**src/rtl/mdu_iter.sv**
```systemverilog
// ============================================================================
// Module      : mdu_iter
// Description : Iterative RV32M multiply/divide unit, one bit per cycle,
//               valid/ready request and result handshakes with a carried tag.
//               Optional macro MDU_FAST_SPECIAL_EN shortcuts trivial cases.
// Revision    : 1.0 - initial release
// ============================================================================
`default_nettype none

module mdu_iter #(
    parameter int DATA_WIDTH = 32,
    parameter int TAG_WIDTH  = 5
) (
    input  logic                  clk_i,
    input  logic                  rst_i,
    input  logic                  flush_i,
    input  logic                  in_valid_i,
    output logic                  in_ready_o,
    input  logic [2:0]            op_i,
    input  logic [DATA_WIDTH-1:0] src1_i,
    input  logic [DATA_WIDTH-1:0] src2_i,
    input  logic [TAG_WIDTH-1:0]  tag_i,
    output logic                  out_valid_o,
    input  logic                  out_ready_i,
    output logic [DATA_WIDTH-1:0] result_o,
    output logic [TAG_WIDTH-1:0]  tag_o
);

    localparam int                 c_CNT_W = $clog2(DATA_WIDTH);
    localparam logic [c_CNT_W-1:0] c_LAST  = c_CNT_W'(DATA_WIDTH - 1);

    typedef enum logic [1:0] {
        S_IDLE = 2'd0,
        S_CALC = 2'd1,
        S_DONE = 2'd2
    } state_t;

    state_t                  r_state;
    logic [c_CNT_W-1:0]      r_cnt;
    logic [2:0]              r_op;
    logic [DATA_WIDTH-1:0]   r_a;
    logic [DATA_WIDTH-1:0]   r_hi;
    logic [DATA_WIDTH-1:0]   r_lo;
    logic                    r_neg;
    logic [TAG_WIDTH-1:0]    r_tag_in;
    logic [DATA_WIDTH-1:0]   r_result;
    logic [TAG_WIDTH-1:0]    r_tag_out;

    // Request decode: signedness of each operand, magnitudes and result sign.
    logic                    w_is_div;
    logic                    w_s1_signed;
    logic                    w_s2_signed;
    logic                    w_neg1;
    logic                    w_neg2;
    logic                    w_div0;
    logic                    w_neg_res;
    logic [DATA_WIDTH-1:0]   w_abs1;
    logic [DATA_WIDTH-1:0]   w_abs2;

    assign w_is_div    = op_i[2];
    assign w_s1_signed = w_is_div ? ~op_i[0] : (op_i[1:0] == 2'b01 || op_i[1:0] == 2'b10);
    assign w_s2_signed = w_is_div ? ~op_i[0] : (op_i[1:0] == 2'b01);
    assign w_neg1      = w_s1_signed & src1_i[DATA_WIDTH-1];
    assign w_neg2      = w_s2_signed & src2_i[DATA_WIDTH-1];
    assign w_abs1      = w_neg1 ? -src1_i : src1_i;
    assign w_abs2      = w_neg2 ? -src2_i : src2_i;
    assign w_div0      = (src2_i == '0);

    // The all-ones quotient of a zero divisor must never be sign-flipped.
    always_comb begin
        w_neg_res = w_neg1 ^ w_neg2;
        if (w_is_div) begin
            if (op_i[1])
                w_neg_res = w_neg1;
            else
                w_neg_res = (w_neg1 ^ w_neg2) & ~w_div0;
        end
    end

`ifdef MDU_FAST_SPECIAL_EN
    logic                  r_fast;
    logic [DATA_WIDTH-1:0] r_fast_res;
    logic                  w_ovf;
    logic                  w_fast_hit;
    logic [DATA_WIDTH-1:0] w_fast_res;

    assign w_ovf      = w_is_div & ~op_i[0] & (src2_i == '1) &
                        (src1_i == {1'b1, {(DATA_WIDTH-1){1'b0}}});
    assign w_fast_hit = w_is_div ? (w_div0 | w_ovf) : (src1_i == '0 || src2_i == '0);

    always_comb begin
        w_fast_res = '0;
        if (w_is_div) begin
            if (w_div0)
                w_fast_res = op_i[1] ? src1_i : '1;
            else
                w_fast_res = op_i[1] ? '0 : src1_i;
        end
    end
`endif

    // One iteration step: shift-add for multiply, restoring subtract for divide.
    logic [DATA_WIDTH:0]     w_mul_sum;
    logic [DATA_WIDTH:0]     w_diff;
    logic [DATA_WIDTH-1:0]   w_next_hi;
    logic [DATA_WIDTH-1:0]   w_next_lo;

    assign w_mul_sum = {1'b0, r_hi} + (r_lo[0] ? {1'b0, r_a} : '0);
    assign w_diff    = {r_hi, r_lo[DATA_WIDTH-1]} - {1'b0, r_a};

    always_comb begin
        w_next_hi = '0;
        w_next_lo = '0;
        if (r_op[2]) begin
            if (!w_diff[DATA_WIDTH]) begin
                w_next_hi = w_diff[DATA_WIDTH-1:0];
                w_next_lo = {r_lo[DATA_WIDTH-2:0], 1'b1};
            end else begin
                w_next_hi = {r_hi[DATA_WIDTH-2:0], r_lo[DATA_WIDTH-1]};
                w_next_lo = {r_lo[DATA_WIDTH-2:0], 1'b0};
            end
        end else begin
            w_next_hi = w_mul_sum[DATA_WIDTH:1];
            w_next_lo = {w_mul_sum[0], r_lo[DATA_WIDTH-1:1]};
        end
    end

    logic [2*DATA_WIDTH-1:0] w_prod;
    logic [2*DATA_WIDTH-1:0] w_prod_fix;
    logic [DATA_WIDTH-1:0]   w_quot;
    logic [DATA_WIDTH-1:0]   w_rem;
    logic [DATA_WIDTH-1:0]   w_final;

    assign w_prod     = {w_next_hi, w_next_lo};
    assign w_prod_fix = r_neg ? -w_prod : w_prod;
    assign w_quot     = r_neg ? -w_next_lo : w_next_lo;
    assign w_rem      = r_neg ? -w_next_hi : w_next_hi;

    always_comb begin
        w_final = '0;
        case (r_op)
            3'b000:                 w_final = w_prod_fix[DATA_WIDTH-1:0];
            3'b001, 3'b010, 3'b011: w_final = w_prod_fix[2*DATA_WIDTH-1:DATA_WIDTH];
            3'b100, 3'b101:         w_final = w_quot;
            default:                w_final = w_rem;
        endcase
    end

    always_ff @(posedge clk_i) begin
        if (rst_i) begin
            r_state   <= S_IDLE;
            r_cnt     <= '0;
            r_op      <= '0;
            r_a       <= '0;
            r_hi      <= '0;
            r_lo      <= '0;
            r_neg     <= 1'b0;
            r_tag_in  <= '0;
            r_result  <= '0;
            r_tag_out <= '0;
`ifdef MDU_FAST_SPECIAL_EN
            r_fast     <= 1'b0;
            r_fast_res <= '0;
`endif
        end else if (flush_i) begin
            r_state <= S_IDLE;
        end else begin
            case (r_state)
                S_IDLE: begin
                    if (in_valid_i) begin
                        r_state  <= S_CALC;
                        r_cnt    <= '0;
                        r_op     <= op_i;
                        r_tag_in <= tag_i;
                        r_neg    <= w_neg_res;
                        r_hi     <= '0;
                        r_a      <= w_is_div ? w_abs2 : w_abs1;
                        r_lo     <= w_is_div ? w_abs1 : w_abs2;
`ifdef MDU_FAST_SPECIAL_EN
                        r_fast     <= w_fast_hit;
                        r_fast_res <= w_fast_res;
                        if (w_fast_hit)
                            r_cnt <= c_LAST;
`endif
                    end
                end
                S_CALC: begin
                    r_hi  <= w_next_hi;
                    r_lo  <= w_next_lo;
                    r_cnt <= r_cnt + 1'b1;
                    if (r_cnt == c_LAST) begin
`ifdef MDU_FAST_SPECIAL_EN
                        r_result <= r_fast ? r_fast_res : w_final;
`else
                        r_result <= w_final;
`endif
                        r_tag_out <= r_tag_in;
                        r_state   <= S_DONE;
                    end
                end
                S_DONE: begin
                    if (out_ready_i)
                        r_state <= S_IDLE;
                end
                default: r_state <= S_IDLE;
            endcase
        end
    end

    assign in_ready_o  = (r_state == S_IDLE);
    assign out_valid_o = (r_state == S_DONE);
    assign result_o    = r_result;
    assign tag_o       = r_tag_out;

endmodule

`default_nettype wire

```
**config.mk**
```make
export PLATFORM = sky130hd
export DESIGN_NAME = mdu_iter
export DESIGN_NICKNAME = d
export VERILOG_FILES = /design/src/rtl/mdu_iter.sv
export SDC_FILE = /design/constraint.sdc
export NUM_CORES = 1
export LEC_CHECK = 0
export ABC_AREA = 0
export CELL_PAD_IN_SITES_DETAIL_PLACEMENT = 1
export CELL_PAD_IN_SITES_GLOBAL_PLACEMENT = 1
export CORE_MARGIN = 2
export CORE_UTILIZATION = 44
export CTS_CLUSTER_DIAMETER = 100
export DETAILED_ROUTE_END_ITERATION = 10
export PLACE_DENSITY = 0.89
export SYNTH_ARGS = -nofsm -noshare
export SYNTH_HDL_FRONTEND = slang
export SYNTH_SLANG_ARGS = --single-unit
```
**constraint.sdc**
```tcl
create_clock -name clk_i -period 6.8 [get_ports clk_i]
set_clock_uncertainty 0.05 [all_clocks]
set_input_delay 1.36 -clock clk_i [delete_from_list [all_inputs] [get_ports clk_i]]
set_output_delay 1.36 -clock clk_i [all_outputs]
set_load 0.01 [all_outputs]
```
==> qor.txt <==
Status - finished, final reports clean
Clock Sinks - 149
Clock Path Buffers - 2
Tmin final - 6.27 ns
Layout cells sized above 1 - 0.0619
Routed len/inst - 25.0 µm
Initial antenna violation count - 1
CTS Hold Bufs - 0
Syn_area_per_cell - 7.08 µm²
Critical Path Start Type - register
Logic pwr share - 0.337
Hold Fails Final Rpt - 0
CP Data Arrival Time - 6.56 ns
H-tree levels - 4
Die Area - 36800 µm²
Utilization after layout - 0.506
Core Area - 34600 µm²
Post-synth EDFFs - 0
Num CTS Buffers - 17
Grt ovf - 0
Internal power - 1.76 mW
CP max FO - 19
TritonCTS clock tree - built
Largest family of logic cells by synthesized area - compound AO/OA/AOI/OAI gates
Tot GR Track Use - 0.360
Worst-margin pin slew - 1.17 ns
Synth async-reset ratio - 0
Worst IR Drop VDD - 0.187 mV
First-pass GRT wire length - 102000 µm
Net Sw Frac - 0.399
Routed wire length - 67100 µm
CTS root buffer - clkbuf_16
Synthesized net count - 2344
Distinct cell type count after synthesis - 100
Ys Warns - 0
Top-Level Pins - 116
Area growth from synthesis to final layout - 12.9%
Routed Antenna Nets - 0
Height of the die - 192 µm
RSZ-0062 raised after global routing - no
Xor and xnor area share after synthesis - 0.0976
Gate Count Post-Synth - 2195
Top FF cell, synth - dfxtp_1
Slew margin rel. - 0.214
Setup TNS - 0 ns
Die boundary width - 192 µm
Starting Density - 0.449
Buffers on Ports - 115
Worst min path class - register to register
CP dominant cell by count - nand2_1
NetSw - 1.17 mW
Fill count - 4361
PnR Total Power - 2.93 mW
Initial DRC Count - 1958
Flop pwr share - 0.323
CP endpoint kind - register
Clk slew on worst S/H paths - 0.08 ns
Final setup vio count - 0
Slowest library cell on the worst path - or4b_1
FMAX - 160 MHz
Worst path bufs/invs - 2
HPWL after DPL - 50700 µm
Worst-skew pair later-pin latency - 0.46 ns
Adder-Cell Fraction of Synth Area - 0.0590
Via Count - 17787
Clock group share of total power - 0.340
Cell area after technology mapping - 15500 µm²
Synth Register Bits - 149
Post-synthesis sequential area ratio - 0.192
Pins Over Slew Limit - 0
# diodes - 0
WP data required - 7.09 ns
Crit path kind - register to register
Vias per Instance - 6.62
CP Cell Sequence - inv_1 -> ha_1 -> fa_1 -> nand2b_1 -> a21oi_1 -> o21ai_1 -> a21boi_4 -> o21ai_4 -> nand3_1 -> nand2_1 -> inv_1 -> ha_1 -> o21ai_0 -> nor2_1 -> nand3_1 -> or2_2 -> or3_1 -> nor2_1 -> nand2_1 -> or4b_1 -> nand2_1 -> xnor2_1 -> a222oi_1 -> a21oi_1
DRC viols - 0
Delay-heaviest family, CP - simple AND/OR/NAND/NOR gates
Power Dens Cells - 167 nW/µm²
First-pass DRT Iterations - 8
Max-Cap Viols - 0
Synth Area in Compound Gates - 0.312
Post-Synth Simple-Gate Area - 0.250
Vias in the first global route - 17418
Mux contribution to synthesized area - 0.0355
Leak - 6.64 nW
Rows - 68
Critical path's largest stage delay - 0.60 ns
Nets - 2367
Largest net degree at the start of global routing - 70
Final period utilization - 0.921
RePlAce Congestion - 0.965
## worst paths after layout
path                      from            to  slack [ns]  cells after the start
setup / recovery      r_lo[31]   result_o[2]        0.53                     24
hold / removal    result_o[15]  result_o[15]        0.40                      2
setup reg to reg      r_lo[31]   result_o[2]        0.53                     24
hold reg to reg   result_o[15]  result_o[15]        0.40                      2
## area by class of cell
cell class	instances	area [µm²]	share of cell area
clock inverters	15	159	0.00906
repair buffers	146	1380	0.0785
well taps	455	569	0.0325
multi-input cells	1838	11800	0.671
flip-flops and latches	149	2990	0.170
inverters	66	248	0.0141
clock buffers	17	425	0.0243
## layout by cell type, fill, tap and decap left out, types with 8 or more instances in the layout
master,n
o211ai_1,49
o31ai_1,26
buf_4,32
a311oi_1,18
a211oi_1,43
o211a_1,8
a21o_1,29
nor2_1,253
and3_1,13
clkbuf_16,17
nor2b_1,15
o21ai_1,15
ha_1,70
nor3_1,56
and2_1,44
or3_1,26
clkdlybuf4s50_1,113
inv_1,65
a31oi_1,22
a221oi_1,10
a22o_1,10
mux2_2,9
o21ai_0,150
xor2_1,71
nor4_1,17
xnor2_1,102
a22oi_1,31
a21oi_1,186
nand2b_1,26
dfxtp_1,147
nand2_1,232
nand3_1,48
mux2i_1,45
o21a_1,14
o22ai_1,9
nand4_1,23
## repair_timing
| action | CTS | global route |
|---|---|---|
| buffers inserted | 0 | 0 |
| gates resized for setup | 0 | 1 |
| setup endpoints to repair | 0 | 1 |
## synthesized netlist by cell type, drive strengths merged, types with 49 or more instances
library cell	instances	area share
a21oi	192	0.064
clkbuf	108	0.026
dfxtp	149	0.19
ha	70	0.056
inv	65	0.016
nand2	234	0.057
nand3	49	0.016
nor2	260	0.063
nor3	58	0.019
o211ai	49	0.024
o21ai	169	0.056
xnor2	102	0.058
xor2	71	0.040
## layer usage
layer | track usage | wire length [µm] | vias up
li1 | - | - | 8051
met1 | 0.468 | 28600 | 8762
met2 | 0.578 | 30400 | 798
met3 | 0.0524 | 4550 | 176
met4 | 0.185 | 3620 | 0
met5 | 0 | 0 | -
## sequential cells by signal (all words and copies together), names as in the netlist
name / count
r_state: 2
r_cnt: 5
r_lo: 32
r_tag_in: 5
r_hi: 32
r_op: 3
tag_o: 5
r_neg: 1
r_a: 32
result_o: 32
## power by group through the flow
stage	clock network (mW)	logic (mW)	registers, mW
finish	0.995	0.986	0.947
global route	1.02	1.05	0.950
CTS	0.993	0.951	0.945
detailed placement	0	0.941	0.964
global placement	0	0.919	0.961
floorplan	0	0.636	0.942
## per-stage QoR
stage	setup slack, ns	cell area, µm²	hold WS [ns]	instances
after floorplan	1.46	15500	0.382	2195
after global placement	0.798	16900	0.384	2654
after detailed placement	0.572	16900	0.391	2654
after CTS	0.558	17500	0.405	2686
after global routing	0.145	17500	0.430	2686
final	0.534	17500	0.399	2686
## cell families after synthesis
kind of cell | after synthesis
AO/OA/AOI/OAI | 722
XOR/XNOR | 173
adder cells (fa/ha/maj) | 72
buffers and inverters | 208
flip-flops | 149
multiplexers | 54
AND/OR/NAND/NOR | 817
## worst reg2reg max path, stage by stage, from the launching register on
cell and delay (ns):
dfxtp_1 0.39, inv_1 0.11, ha_1 0.22, fa_1 0.42, nand2b_1 0.19, a21oi_1 0.30, o21ai_1 0.23, a21boi_4 0.40
o21ai_4 0.29, nand3_1 0.24, nand2_1 0.15, inv_1 0.11, ha_1 0.16, o21ai_0 0.13, nor2_1 0.21, nand3_1 0.14
or2_2 0.36, or3_1 0.43, nor2_1 0.19, nand2_1 0.24, or4b_1 0.60, nand2_1 0.10, xnor2_1 0.07, a222oi_1 0.29
a21oi_1 0.11
No activity file was read; power rests on OpenSTA's default activity.
